## src/rtl/alu_issue_stage_if.sv

```systemverilog
// Decode-to-execute bundle interface for the ALU issue stage.
// The slave modport is the issue stage; the master modport is the decode/execute environment around it.
interface alu_issue_stage_if;
  logic        in_valid;
  logic        in_ready;
  logic [6:0]  in_opcode;
  logic [2:0]  in_funct3;
  logic [6:0]  in_funct7;
  logic [31:0] in_rs1_data;
  logic [31:0] in_rs2_data;
  logic [31:0] in_imm;
  logic [4:0]  in_rd;

  logic        out_valid;
  logic        out_ready;
  logic [31:0] rs1_data;
  logic [31:0] rs2_data;
  logic [3:0]  alu_control;
  logic [4:0]  rd;
  logic        illegal;
  logic        halted;
  logic [31:0] issue_count;

  modport slave (
    input  in_valid, in_opcode, in_funct3, in_funct7, in_rs1_data, in_rs2_data, in_imm, in_rd,
    input  out_ready,
    output in_ready, out_valid, rs1_data, rs2_data, alu_control, rd, illegal, halted, issue_count
  );

  modport master (
    output in_valid, in_opcode, in_funct3, in_funct7, in_rs1_data, in_rs2_data, in_imm, in_rd,
    output out_ready,
    input  in_ready, out_valid, rs1_data, rs2_data, alu_control, rd, illegal, halted, issue_count
  );
endinterface

```

## src/rtl/alu_issue_stage.sv

```systemverilog
// ALU issue stage: decodes opcode/funct fields into ALU control, conditions operands,
// and presents the bundle through a 2-entry skid buffer with a sticky halt on illegal ops.
module alu_issue_stage #(
  parameter int DEPTH = 2
) (
  input logic              clk,
  input logic              rst_n,
  input logic              flush,
  alu_issue_stage_if.slave bus
);

  if (DEPTH != 2) begin : g_depth_check
    $error("alu_issue_stage supports only DEPTH == 2");
  end

  localparam logic [3:0] CtlAnd  = 4'b0000;
  localparam logic [3:0] CtlOr   = 4'b0001;
  localparam logic [3:0] CtlAdd  = 4'b0010;
  localparam logic [3:0] CtlSll  = 4'b0011;
  localparam logic [3:0] CtlSub  = 4'b0100;
  localparam logic [3:0] CtlSrl  = 4'b0101;
  localparam logic [3:0] CtlMul  = 4'b0110;
  localparam logic [3:0] CtlXor  = 4'b0111;
  localparam logic [3:0] CtlSltu = 4'b1000;
  localparam logic [3:0] CtlIll  = 4'b1111;

  localparam logic [6:0] OpR     = 7'b0110011;
  localparam logic [6:0] OpI     = 7'b0010011;
  localparam logic [6:0] OpLoad  = 7'b0000011;
  localparam logic [6:0] OpStore = 7'b0100011;
  localparam logic [6:0] OpLui   = 7'b0110111;

  typedef enum logic [1:0] {
    EMPTY = 2'd0,
    ONE   = 2'd1,
    FULL  = 2'd2
  } state_t;

  typedef struct packed {
    logic [31:0] a;
    logic [31:0] b;
    logic [3:0]  ctl;
    logic [4:0]  rd;
    logic        ill;
  } entry_t;

  state_t      state_q, state_d;
  entry_t      head_q, head_d;
  entry_t      tail_q, tail_d;
  entry_t      dec;
  logic        in_ready_q, in_ready_d;
  logic        halted_q, halted_d;
  logic [31:0] count_q, count_d;
  logic        push, pop;

  logic [31:0] rs2Shamt;
  logic [31:0] immShamt;

  assign rs2Shamt = {27'b0, bus.in_rs2_data[4:0]};
  assign immShamt = {27'b0, bus.in_imm[4:0]};

  // Start from the illegal encoding (A=rs1, B=rs2) and override only on a recognised instruction.
  always_comb begin
    dec.a   = bus.in_rs1_data;
    dec.b   = bus.in_rs2_data;
    dec.ctl = CtlIll;
    dec.rd  = bus.in_rd;
    dec.ill = 1'b1;
    case (bus.in_opcode)
      OpR: begin
        if (bus.in_funct7 == 7'b0000000) begin
          case (bus.in_funct3)
            3'b000: begin dec.ctl = CtlAdd;  dec.ill = 1'b0; end
            3'b001: begin dec.ctl = CtlSll;  dec.b = rs2Shamt; dec.ill = 1'b0; end
            3'b011: begin dec.ctl = CtlSltu; dec.ill = 1'b0; end
            3'b100: begin dec.ctl = CtlXor;  dec.ill = 1'b0; end
            3'b101: begin dec.ctl = CtlSrl;  dec.b = rs2Shamt; dec.ill = 1'b0; end
            3'b110: begin dec.ctl = CtlOr;   dec.ill = 1'b0; end
            3'b111: begin dec.ctl = CtlAnd;  dec.ill = 1'b0; end
            default: ;
          endcase
        end else if (bus.in_funct7 == 7'b0100000 && bus.in_funct3 == 3'b000) begin
          dec.ctl = CtlSub;
          dec.ill = 1'b0;
        end else if (bus.in_funct7 == 7'b0000001 && bus.in_funct3 == 3'b000) begin
          dec.ctl = CtlMul;
          dec.ill = 1'b0;
        end
      end
      OpI: begin
        case (bus.in_funct3)
          3'b000: begin dec.ctl = CtlAdd;  dec.b = bus.in_imm; dec.ill = 1'b0; end
          3'b011: begin dec.ctl = CtlSltu; dec.b = bus.in_imm; dec.ill = 1'b0; end
          3'b100: begin dec.ctl = CtlXor;  dec.b = bus.in_imm; dec.ill = 1'b0; end
          3'b110: begin dec.ctl = CtlOr;   dec.b = bus.in_imm; dec.ill = 1'b0; end
          3'b111: begin dec.ctl = CtlAnd;  dec.b = bus.in_imm; dec.ill = 1'b0; end
          3'b001: begin
            if (bus.in_funct7 == 7'b0000000) begin
              dec.ctl = CtlSll;
              dec.b   = immShamt;
              dec.ill = 1'b0;
            end
          end
          3'b101: begin
            if (bus.in_funct7 == 7'b0000000) begin
              dec.ctl = CtlSrl;
              dec.b   = immShamt;
              dec.ill = 1'b0;
            end
          end
          default: ;
        endcase
      end
      OpLoad, OpStore: begin
        dec.ctl = CtlAdd;
        dec.b   = bus.in_imm;
        dec.ill = 1'b0;
      end
      OpLui: begin
        dec.ctl = CtlAdd;
        dec.a   = 32'b0;
        dec.b   = bus.in_imm;
        dec.ill = 1'b0;
      end
      default: ;
    endcase
  end

  assign push = bus.in_valid & in_ready_q;
  assign pop  = (state_q != EMPTY) & bus.out_ready;

  // The head entry always drives the outputs; the tail only fills when a push meets a stalled head.
  always_comb begin
    state_d = state_q;
    head_d  = head_q;
    tail_d  = tail_q;
    if (flush) begin
      state_d = EMPTY;
    end else begin
      case (state_q)
        EMPTY: begin
          if (push) begin
            head_d  = dec;
            state_d = ONE;
          end
        end
        ONE: begin
          if (push && pop) begin
            head_d = dec;
          end else if (push) begin
            tail_d  = dec;
            state_d = FULL;
          end else if (pop) begin
            state_d = EMPTY;
          end
        end
        FULL: begin
          if (pop) begin
            head_d  = tail_q;
            state_d = ONE;
          end
        end
        default: state_d = EMPTY;
      endcase
    end
  end

  // A pop swallowed by flush never reaches the ALU, so it neither counts nor halts.
  always_comb begin
    halted_d   = halted_q | (pop & head_q.ill & ~flush);
    count_d    = (pop && !flush) ? count_q + 32'd1 : count_q;
    in_ready_d = (state_d != FULL) & ~halted_d;
  end

  always_ff @(posedge clk or negedge rst_n) begin
    if (!rst_n) begin
      state_q    <= EMPTY;
      head_q     <= '0;
      tail_q     <= '0;
      in_ready_q <= 1'b1;
      halted_q   <= 1'b0;
      count_q    <= 32'b0;
    end else begin
      state_q    <= state_d;
      head_q     <= head_d;
      tail_q     <= tail_d;
      in_ready_q <= in_ready_d;
      halted_q   <= halted_d;
      count_q    <= count_d;
    end
  end

  assign bus.in_ready    = in_ready_q;
  assign bus.out_valid   = (state_q != EMPTY);
  assign bus.rs1_data    = head_q.a;
  assign bus.rs2_data    = head_q.b;
  assign bus.alu_control = head_q.ctl;
  assign bus.rd          = head_q.rd;
  assign bus.illegal     = head_q.ill;
  assign bus.halted      = halted_q;
  assign bus.issue_count = count_q;

endmodule

```

## src/flat_wrapper.sv

```systemverilog
// flat-port wrapper written by rule: the top's interface ports become plain ports
module alu_issue_stage_flat 
#(
  parameter int DEPTH = 2
)
  (clk, rst_n, flush, bus_in_valid, bus_in_opcode, bus_in_funct3, bus_in_funct7, bus_in_rs1_data, bus_in_rs2_data, bus_in_imm, bus_in_rd, bus_out_ready, bus_in_ready, bus_out_valid, bus_rs1_data, bus_rs2_data, bus_alu_control, bus_rd, bus_illegal, bus_halted, bus_issue_count);
  alu_issue_stage_if bus_i ();
  input logic clk;
  input logic rst_n;
  input logic flush;
  input wire logic [$bits(bus_i.in_valid)-1:0] bus_in_valid;
  input wire logic [$bits(bus_i.in_opcode)-1:0] bus_in_opcode;
  input wire logic [$bits(bus_i.in_funct3)-1:0] bus_in_funct3;
  input wire logic [$bits(bus_i.in_funct7)-1:0] bus_in_funct7;
  input wire logic [$bits(bus_i.in_rs1_data)-1:0] bus_in_rs1_data;
  input wire logic [$bits(bus_i.in_rs2_data)-1:0] bus_in_rs2_data;
  input wire logic [$bits(bus_i.in_imm)-1:0] bus_in_imm;
  input wire logic [$bits(bus_i.in_rd)-1:0] bus_in_rd;
  input wire logic [$bits(bus_i.out_ready)-1:0] bus_out_ready;
  output wire logic [$bits(bus_i.in_ready)-1:0] bus_in_ready;
  output wire logic [$bits(bus_i.out_valid)-1:0] bus_out_valid;
  output wire logic [$bits(bus_i.rs1_data)-1:0] bus_rs1_data;
  output wire logic [$bits(bus_i.rs2_data)-1:0] bus_rs2_data;
  output wire logic [$bits(bus_i.alu_control)-1:0] bus_alu_control;
  output wire logic [$bits(bus_i.rd)-1:0] bus_rd;
  output wire logic [$bits(bus_i.illegal)-1:0] bus_illegal;
  output wire logic [$bits(bus_i.halted)-1:0] bus_halted;
  output wire logic [$bits(bus_i.issue_count)-1:0] bus_issue_count;
  assign bus_i.in_valid = bus_in_valid;
  assign bus_i.in_opcode = bus_in_opcode;
  assign bus_i.in_funct3 = bus_in_funct3;
  assign bus_i.in_funct7 = bus_in_funct7;
  assign bus_i.in_rs1_data = bus_in_rs1_data;
  assign bus_i.in_rs2_data = bus_in_rs2_data;
  assign bus_i.in_imm = bus_in_imm;
  assign bus_i.in_rd = bus_in_rd;
  assign bus_i.out_ready = bus_out_ready;
  assign bus_in_ready = bus_i.in_ready;
  assign bus_out_valid = bus_i.out_valid;
  assign bus_rs1_data = bus_i.rs1_data;
  assign bus_rs2_data = bus_i.rs2_data;
  assign bus_alu_control = bus_i.alu_control;
  assign bus_rd = bus_i.rd;
  assign bus_illegal = bus_i.illegal;
  assign bus_halted = bus_i.halted;
  assign bus_issue_count = bus_i.issue_count;
  alu_issue_stage #(.DEPTH(DEPTH)) u_core (.clk(clk), .rst_n(rst_n), .flush(flush), .bus(bus_i));
endmodule
```

## config.mk

```make
export PLATFORM = sky130hd
export DESIGN_NAME = alu_issue_stage_flat
export DESIGN_NICKNAME = d
export VERILOG_FILES = /design/src/rtl/alu_issue_stage_if.sv /design/src/rtl/alu_issue_stage.sv /design/src/flat_wrapper.sv
export SDC_FILE = /design/constraint.sdc
export NUM_CORES = 1
export LEC_CHECK = 0
export CORE_ASPECT_RATIO = 0.6
export CORE_UTILIZATION = 50
export CTS_CLUSTER_DIAMETER = 30
export CTS_CLUSTER_SIZE = 28
export DETAILED_ROUTE_END_ITERATION = 10
export PLACE_DENSITY = 0.85
export SLEW_MARGIN = 25
export SYNTH_ARGS = -nofsm -noshare
export SYNTH_HDL_FRONTEND = slang
export SYNTH_SLANG_ARGS = --single-unit
```

## constraint.sdc

```tcl
create_clock -name clk -period 2.4 [get_ports clk]
set_input_delay 0.48 -clock clk [delete_from_list [all_inputs] [get_ports clk]]
set_output_delay 0.48 -clock clk [all_outputs]
set_load 0.02 [all_outputs]
```

Word level (Yosys, flattened, before mapping):

Cells that the tools add are included.

* add/sub/neg operators: 1
* equal/unequal tests: 19
* multiplexer cells: 29
* bitwise operators: 9
* reductions and logical operators: 16

Operator list (number)
* 36-bit case mux with 7 select lines: 1
* 74-bit 2-to-1 mux: 3
* 74-bit case mux with 3 select lines: 1
* 36-bit case mux with 3 select lines: 1
* 32-bit 2-to-1 mux: 3
* 36-bit 2-to-1 mux: 2
* 32-bit by 1-bit adder with 32-bit output (second input constant): 1
* 7-bit by 6-bit == test with 1-bit output (second input constant): 4
* 4-bit case mux with 7 select lines: 1
* 3-bit == test (second input constant): 4
* 2-bit 2-to-1 mux: 6
* 4-bit 2-to-1 mux: 3
* 7-bit by 1-bit == test with 1-bit output (second input constant): 1
* 7-bit by 2-bit == test with 1-bit output (second input constant): 1
* 7-bit by 5-bit == test with 1-bit output (second input constant): 1
* 7-bit zero test: 1
* 7-bit OR reduction: 1
* 2-bit by 1-bit inequality test with 1-bit output (second input constant): 3
* 2-bit case mux with 3 select lines: 1
* 1-bit AND: 5
* 1-bit 2-to-1 mux: 5
* 5-bit AND reduction: 1
* 5-bit OR reduction: 1
* 1-bit logical AND: 4
* 17 further kinds: 19

* flip-flop bits (word level): 184
* input port bits: 123
* output and inout bits: 109
* logic and storage cells: 88

Depth between registers and ports, before layout:

Gate-level depths: netlist (run 1).

* depth in word-level cells: 9
* depth in mapped cells: 8

Worst setup path after synthesis (run 1):

No wires, ideal clock.

* path type: reg-to-reg
* from: reg u_core.in_ready_q, in the netlist u_core.bus.in_ready
* to: reg u_core.tail_q[21] (netlist name)
* setup time: 0.137 ns
* data arrival time: 1.783 ns
* data required time: 2.263 ns
* slack: 0.480 ns
* cell stages (with the launch flop): 7
* buffers on the path: 2
* clock period less this slack: 1.920 ns
* cells stage by stage: dfstp_2 nand2_1 or2_2 nor3_4 buf_2 clkbuf_1 a21oi_1

* cells in the longest elaborated chain, start to end: 4

RTL lines
* start: declaration: line alu_issue_stage.sv:51 `logic in_ready_q, in_ready_d;`
* start signal: assignment: line alu_issue_stage.sv:187 `in_ready_q <= in_ready_d;`
* 1-bit AND (*): line alu_issue_stage.sv:129 `assign push = bus.in_valid & in_ready_q;`
* 1-bit logical AND: line alu_issue_stage.sv:148 `if (push && pop) begin`
* 1-bit inverter (no line)
* 4-bit AND reduction (no line) (*)
* end signal: assignment: line alu_issue_stage.sv:186 `tail_q <= tail_d;`
* end: declaration: line alu_issue_stage.sv:49 `entry_t tail_q, tail_d;`

Every way passes the cells marked *; elsewhere a longest branch is shown, timed or not.
A chain may end at the register's enable or synchronous reset.

Worst setup path in the final report (run 1):

* from: reg u_core.state_q[1]
* to: out bus_out_valid

* cells in the longest elaborated chain, start to end: 1

RTL lines
* start: declaration: line alu_issue_stage.sv:47 `state_t state_q, state_d;`
* start signal: assignment: line alu_issue_stage.sv:184 `state_q <= state_d;`
* 2-bit nonzero test: line alu_issue_stage.sv:194 `assign bus.out_valid = (state_q != EMPTY);`
* end: declaration: line flat_wrapper.sv:21 `output wire logic [$bits(bus_i.out_valid)-1:0] bus_out_valid;`

No other way between the ends.

==> impl_metrics.toml, run 1 <==
[synth]
synth_seq_cells = 184
yosysWarnings = 0
syn-cell-area_mm2 = 0.00930
synth_edf_count = 0
syn_avg_cell_area_um2 = 9.55
async_reset_ff_share_pct = 100
syn_inst = 974
ys_types = 59
synthesis.nets = 1098
ys.flop_type = "dfrtp_1"
synth_seq_area_share_pct = 49.5

[final_layout]
layout_commonest_cell = "clkdlybuf4s50_1"
drive_above_1_share_pct = 13.7
design_area_mm2 = 0.0129
diodes = 0
multiInputGateArea_mm2 = 0.00424
final_cell_mix = "clkdlybuf4s50_1, dfrtp_1, nand2_1"
fill_cells = 1326
syn_to_final_growth_pct = 38.8
ff_latch_area_mm2 = 0.00461
final_util_pct = 71.3
nets = 1333

[clock_tree]
clk_latency_ns = 0.43
postCtsHoldBufs = 0
cts_tree = "yes"
htree_num_levels = 4
cts_root_buf = "clkbuf_16"
post_cts_buffers = 0
clk_pin_slew_ns = 0.07
cts.sinks = 184
cts_made_buffers = 17
clock_path_buffers = 2

[sta]
maxSlewViolCount = 0
maxSlewHeadroom_pct = 58.5
setup_viol = 0
fmax_mhz = 444
setup_ws_ns = 0.148
tightest_slew_ns = 0.622
finalHoldViolCount = 0
setup_tns_ns = 0
clock_skew_ns = 0.00941
min_period_over_period_pct = 93.8
fin_crit_ns = 2.25
rsz0062_at_grt = "no"

[global_routing]
grt_pass1_vias = 8373
grt_max_degree = 67
grt_pass1_wl_um = 43800
gr-total-overflow = 0
grt_usage_pct = 29.4
antenna_found_initial = 0

[route]
wire_per_inst_um = 18.6
firstDrtPassIters = 5
ant_nets = 0
wirelength_um = 27300
dr.first_iter.drc_count = 883
drc = 0
avgViaCountPerCell = 5.93
vias = 8674

[min_path]
hold_class = "in2async"

[place]
placed_area_mm2 = 0.0122
gp_congestion = 0.921
portBuffers = 231
dp_hpwl_um = 18700
pre_cts_ws_ns = -0.156

[setup_path]
path_delay_family = "buffers and inverters"
end_kind = "primary output"
required_ns = 1.92
critPathKind = "reg2out"
r2r_start = "u_core.bus.in_ready$_DFF_PN1_"
slowest_stage = "clkdlybuf4s50_1"
cp.arrival_ns = 1.77
path_buf_inv = 2
crit_path_max_fanout = 6
startpoint_type = "flop"
crit_start = "u_core.state_q[1]$_DFF_PN0_"
crit_chain = "nor2_4, inv_1, clkdlybuf4s50_1"
slowest_delay_ns = 0.54

[floorplanning]
die_x_um = 178
dieArea_mm2 = 0.0192
num_io_pins = 232
num_rows = 38
core_area_mm2 = 0.0181
die_h_um = 108
start_util_pct = 51.3

[power]
power_density_mw_per_mm2 = 973
finalPower_mw = 12.6
leakage_nw = 5.40
peakVddDrop_mv = 0.545

[run]
maxCapViolations = 0

[run_status]
status = "finished, final reports clean"
## final timing paths
path / slack (ns) / cells past startpoint / to
max: 0.15 / 3 / bus_out_valid
min: 0.05 / 1 / u_core.bus.rs2_data[18]$_DFFE_PN0P_
max reg2reg: 0.37 / 6 / u_core.tail_q[13]$_DFFE_PN0P_
min reg2reg: 0.47 / 1 / u_core.bus.issue_count[31]$_DFFE_PN0P_
max in group asynchronous: 1.71 / 2 / u_core.tail_q[17]$_DFFE_PN0P_
min in group clk: 0.47 / 1 / u_core.bus.issue_count[31]$_DFFE_PN0P_
## area by class of cell
cell class,instances,share of cell area (%)
sequential,184,35.7
multi-input combinational,697,32.8
timing repair buffer,298,23.7
clock buffer,19,3.51
tap,240,2.33
clock inverter,13,1.66
inverter,11,0.320
## where the power goes
group	switching, mW	internal [mW]	leakage [nW]
Combinational	2.24	2.12	2.84
Sequential	0.751	4.26	2.24
Clock	1.26	1.92	0.326
## synth_stat cells (2+ instances only)
cell / number / area (um2)
nor2_1: 100 / 375
nand2_1: 155 / 582
and3_1: 14 / 87.6
o211ai_1: 9 / 67.6
nand4_1: 37 / 231
nand2b_1: 5 / 31.3
xor2_1: 4 / 35.0
a211oi_2: 21 / 263
a21oi_1: 33 / 165
nand2_2: 2 / 12.5
buf_2: 17 / 85.1
a21o_1: 2 / 15.0
a211oi_1: 11 / 82.6
clkbuf_1: 45 / 169
and2_1: 2 / 12.5
nand3_1: 88 / 440
nor3_1: 30 / 150
a221oi_1: 7 / 61.3
a31oi_1: 44 / 275
o21ai_0: 9 / 45.0
mux2_2: 2 / 22.5
a221oi_2: 19 / 285
o21ai_1: 5 / 25.0
nor4_4: 3 / 63.8
inv_1: 11 / 41.3
xnor2_1: 29 / 254
o2bb2ai_1: 26 / 228
nor2b_1: 3 / 18.8
dfrtp_1: 183 / 4580
buf_4: 10 / 75.1
and4_1: 6 / 52.6
o22ai_1: 5 / 31.3
mux2i_1: 2 / 20.0
buf_6: 10 / 113
## worst reg2reg max path, delay by kind of cell (launching register included)
family | cells | cell delay (ns)
buf+inv | 1 | 0.20
simple gates | 4 | 1.05
compound gates | 1 | 0.09
flops | 1 | 0.56
## registers in the layout, indices dropped and copies added, names as in the netlist
signal and flops:
u_core.bus.alu_control 4, u_core.tail_q 74, u_core.state_q 2, u_core.bus.halted 1, u_core.bus.rs1_data 32, u_core.bus.issue_count 32
u_core.bus.illegal 1, u_core.bus.in_ready 1, u_core.bus.rs2_data 32, u_core.bus.rd 5
## what timing repair did
item / 4_1_cts / 5_1_grt
pin swaps: 0 / 0
gates resized for setup: 1 / 1
setup endpoints to repair: 1 / 1
## cells by family (layout without fill, tap and decap cells)
kind of cell | Yosys count | count (layout) | synth area share [%]
AO/OA/AOI/OAI | 200 | 200 | 17.6
multiplexers | 4 | 4 | 0.457
flip-flops | 184 | 184 | 49.5
adder cells (fa/ha/maj) | 1 | 1 | 0.135
AND/OR/NAND/NOR | 459 | 459 | 23.9
XOR/XNOR | 33 | 33 | 3.11
buffers and inverters | 93 | 341 | 5.19
## per-layer routing
metal / wire (um) / share of wire, % / global-route usage [%] / vias to the layer above
li1: - / - / - / 3974
met1: 12100 / 45 / 42.6 / 4204
met2: 12300 / 45 / 44.3 / 452
met3: 2470 / 9.1 / 6.36 / 44
met4: 373 / 1.4 / 7.81 / 0
met5: 0 / 0 / 0 / -
## metrics by stage
step | hold WS, ns | std cells
final | 0.0466 | 1462
after global routing | 0.0842 | 1462
after CTS | 0.0553 | 1462
after detailed placement | 0.463 | 1430
after global placement | 0.457 | 1430
after floorplan | 0.184 | 974
Note: power is estimated with default switching activity, not from simulation.
==> run 2: changes to the inputs <==
Settings changed: RECOVER_POWER set to 100.
==> run 2 against run 1 <==
  * The flow now finishes with violations (capacitance limit, slew limit)
  * Fmax decreased by 0.74%
  * Utilization down 1.1 points
  * Via count barely moved
  * Hold slack better by 0.42 ns
  * Wire length about the same
  * Combinational power fell by 7.3%
  * Worst setup slack got worse by 0.017 ns
  * Total power fell by 2.8%
  * Sequential cell count is the same
  * Clock power about the same
  * Clock skew is 0.0016 ns lower
==> impl_metrics.toml, run 2 (synthesis gave the netlist of run 1 again) <==
[run_status]
status = "complete, but fails checks"
violations = "capacitance limit, slew limit"

[global_routing]
gr-total-overflow = 0
grt_max_degree = 67
grt_usage_pct = 29.4
grt_pass1_vias = 8373
grt_pass1_wl_um = 43800
antenna_found_initial = 0

[place]
dp_hpwl_um = 18700
pre_cts_ws_ns = -0.156
portBuffers = 231
gp_congestion = 0.921

[clock_tree]
cts.sinks = 184
cts_tree = "yes"
cts_made_buffers = 17
post_cts_buffers = 0
htree_num_levels = 4
clk_latency_ns = 0.43
clock_path_buffers = 2
postCtsHoldBufs = 0
clk_pin_slew_ns = 0.07
cts_root_buf = "clkbuf_16"

[route]
wire_per_inst_um = 18.6
firstDrtPassIters = 5
ant_nets = 0
wl_met3_um = 2310
avgViaCountPerCell = 5.94
wl_met1_um = 12300
drc = 0
dr.first_iter.drc_count = 934
route.met2.wl_um = 12400
top_layer = "met4"
vias = 8678
wirelength_um = 27300

[setup_path]
required_ns = 2.72
crit_path_max_fanout = 10
end_kind = "flop"
r2r-end = "u_core.bus.rs2_data[17]$_DFFE_PN0P_"
startpoint_type = "primary input"
cp.arrival_ns = 2.59
r2r_cells = 5
r2r_start = "u_core.state_q[1]$_DFF_PN0_"
critPathKind = "in2reg"
rrSetupSlack_ns = 0.19

[power]
power_frac_seq_pct = 40.8
swShare_pct = 34.4
power_density_mw_per_mm2 = 960
p_int_mw = 8.02
leakage_nw = 5.39
power.switching_mw = 4.19
peakVddDrop_mv = 0.523
p_clk_share_pct = 26.1
combPwrFrac_pct = 33.1

[sta]
setup_ws_ns = 0.131
clock_skew_ns = 0.00784
min_period_over_period_pct = 94.5
maxSlewViolCount = 67
finalHoldViolCount = 0
maxSlewHeadroom_pct = -11.0
fin_crit_ns = 2.27
tightest_slew_ns = 1.67
rsz0062_at_grt = "no"
fmax_mhz = 441
setup_viol = 0

[min_path]
holdPathEnd = "u_core.bus.issue_count[31]$_DFFE_PN0P_"
hold_class = "reg2reg"
hold_depth = 1
hold_start = "u_core.bus.issue_count[31]$_DFFE_PN0P_"

[floorplanning]
die_h_um = 108
num_io_pins = 232
die_x_um = 178
num_rows = 38
start_util_pct = 51.3
core_area_mm2 = 0.0181
dieArea_mm2 = 0.0192

[final_layout]
largest_reg_flops = 74
final_util_pct = 70.2
fill_cells = 1360
drive_above_1_share_pct = 11.7
syn_to_final_growth_pct = 36.7
multiInputGateArea_mm2 = 0.00412
diodes = 0
ff_latch_area_mm2 = 0.00461
top_register = "u_core.tail_q"
final_cell_mix = "dfrtp_1, nand2_1, clkdlybuf4s50_1"
layout_commonest_cell = "dfrtp_1"
nets = 1333

[run]
maxCapViolations = 1
==> run 2: power groups by stage <==
stage | sequential [mW] | combinational (mW) | clock, mW
after floorplan | 5.63 | 1.51 | 0
after global placement | 4.97 | 4.24 | 0
after detailed placement | 5.01 | 4.37 | 0
after CTS | 4.99 | 4.40 | 3.23
after global routing | 5.11 | 4.40 | 3.35
final | 4.98 | 4.04 | 3.19
==> run 2: area by class of cell <==
class,count,area share (%)
Sequential cell,184,36.2
Multi-Input combinational cell,697,32.4
Timing Repair Buffer,298,23.4
Clock buffer,19,3.56
Tap cell,240,2.36
Clock inverter,13,1.68
Inverter,11,0.325
==> run 2: layer usage <==
layer  track usage, %  up-vias
met5                0        -
met1             42.6     4217
met2             44.3      444
li1                 -     3981
met4             7.81        0
met3             6.36       36
==> run 2: how the worst max path moves through the flow <==
stage / start / endpoint / slack, ns / depth (start not counted)
final: bus_out_ready / u_core.bus.issue_count[23]$_DFFE_PN0P_ / 0.13 / 8
after global routing: rst_n / u_core.bus.rs1_data[26]$_DFFE_PN0P_ / 0.05 / 2
after CTS: u_core.state_q[1]$_DFF_PN0_ / bus_out_valid / 0.04 / 3
after detailed placement: bus_in_funct7[3] / u_core.tail_q[41]$_DFFE_PN0P_ / -0.16 / 7
after global placement: bus_in_funct7[3] / u_core.bus.illegal$_DFFE_PN0P_ / -0.09 / 8
after floorplan: u_core.bus.in_ready$_DFF_PN1_ / u_core.tail_q[21]$_DFFE_PN0P_ / 0.48 / 6
==> run 2: repair_timing <==
item | in CTS | in global routing
resized for setup | 1 | 1
endpoints found under the setup margin | 1 | 1
gates cloned | 0 | 0
==> run 2: worst max-delay path: stages <==
cell and delay (ns):
dlygate4sd3_1 0.60, clkbuf_1 0.12, nand2b_1 0.14, nor4_1 0.46, and3_1 0.23, clkbuf_2 0.24, nand4_1 0.17, xnor2_1 0.15
==> run 2: per-stage QoR <==
stage               instances  setup TNS [ns]  hold slack (ns)  area [um2]  power [mW]
floorplan                 974               0            0.184        9300        7.14
global placement         1430           -2.70            0.457       12200        9.21
detailed placement       1430           -6.10            0.463       12200        9.38
CTS                      1462               0           0.0553       12900        12.6
global route             1462               0            0.481       12700        12.9
finish                   1462               0            0.462       12700        12.2
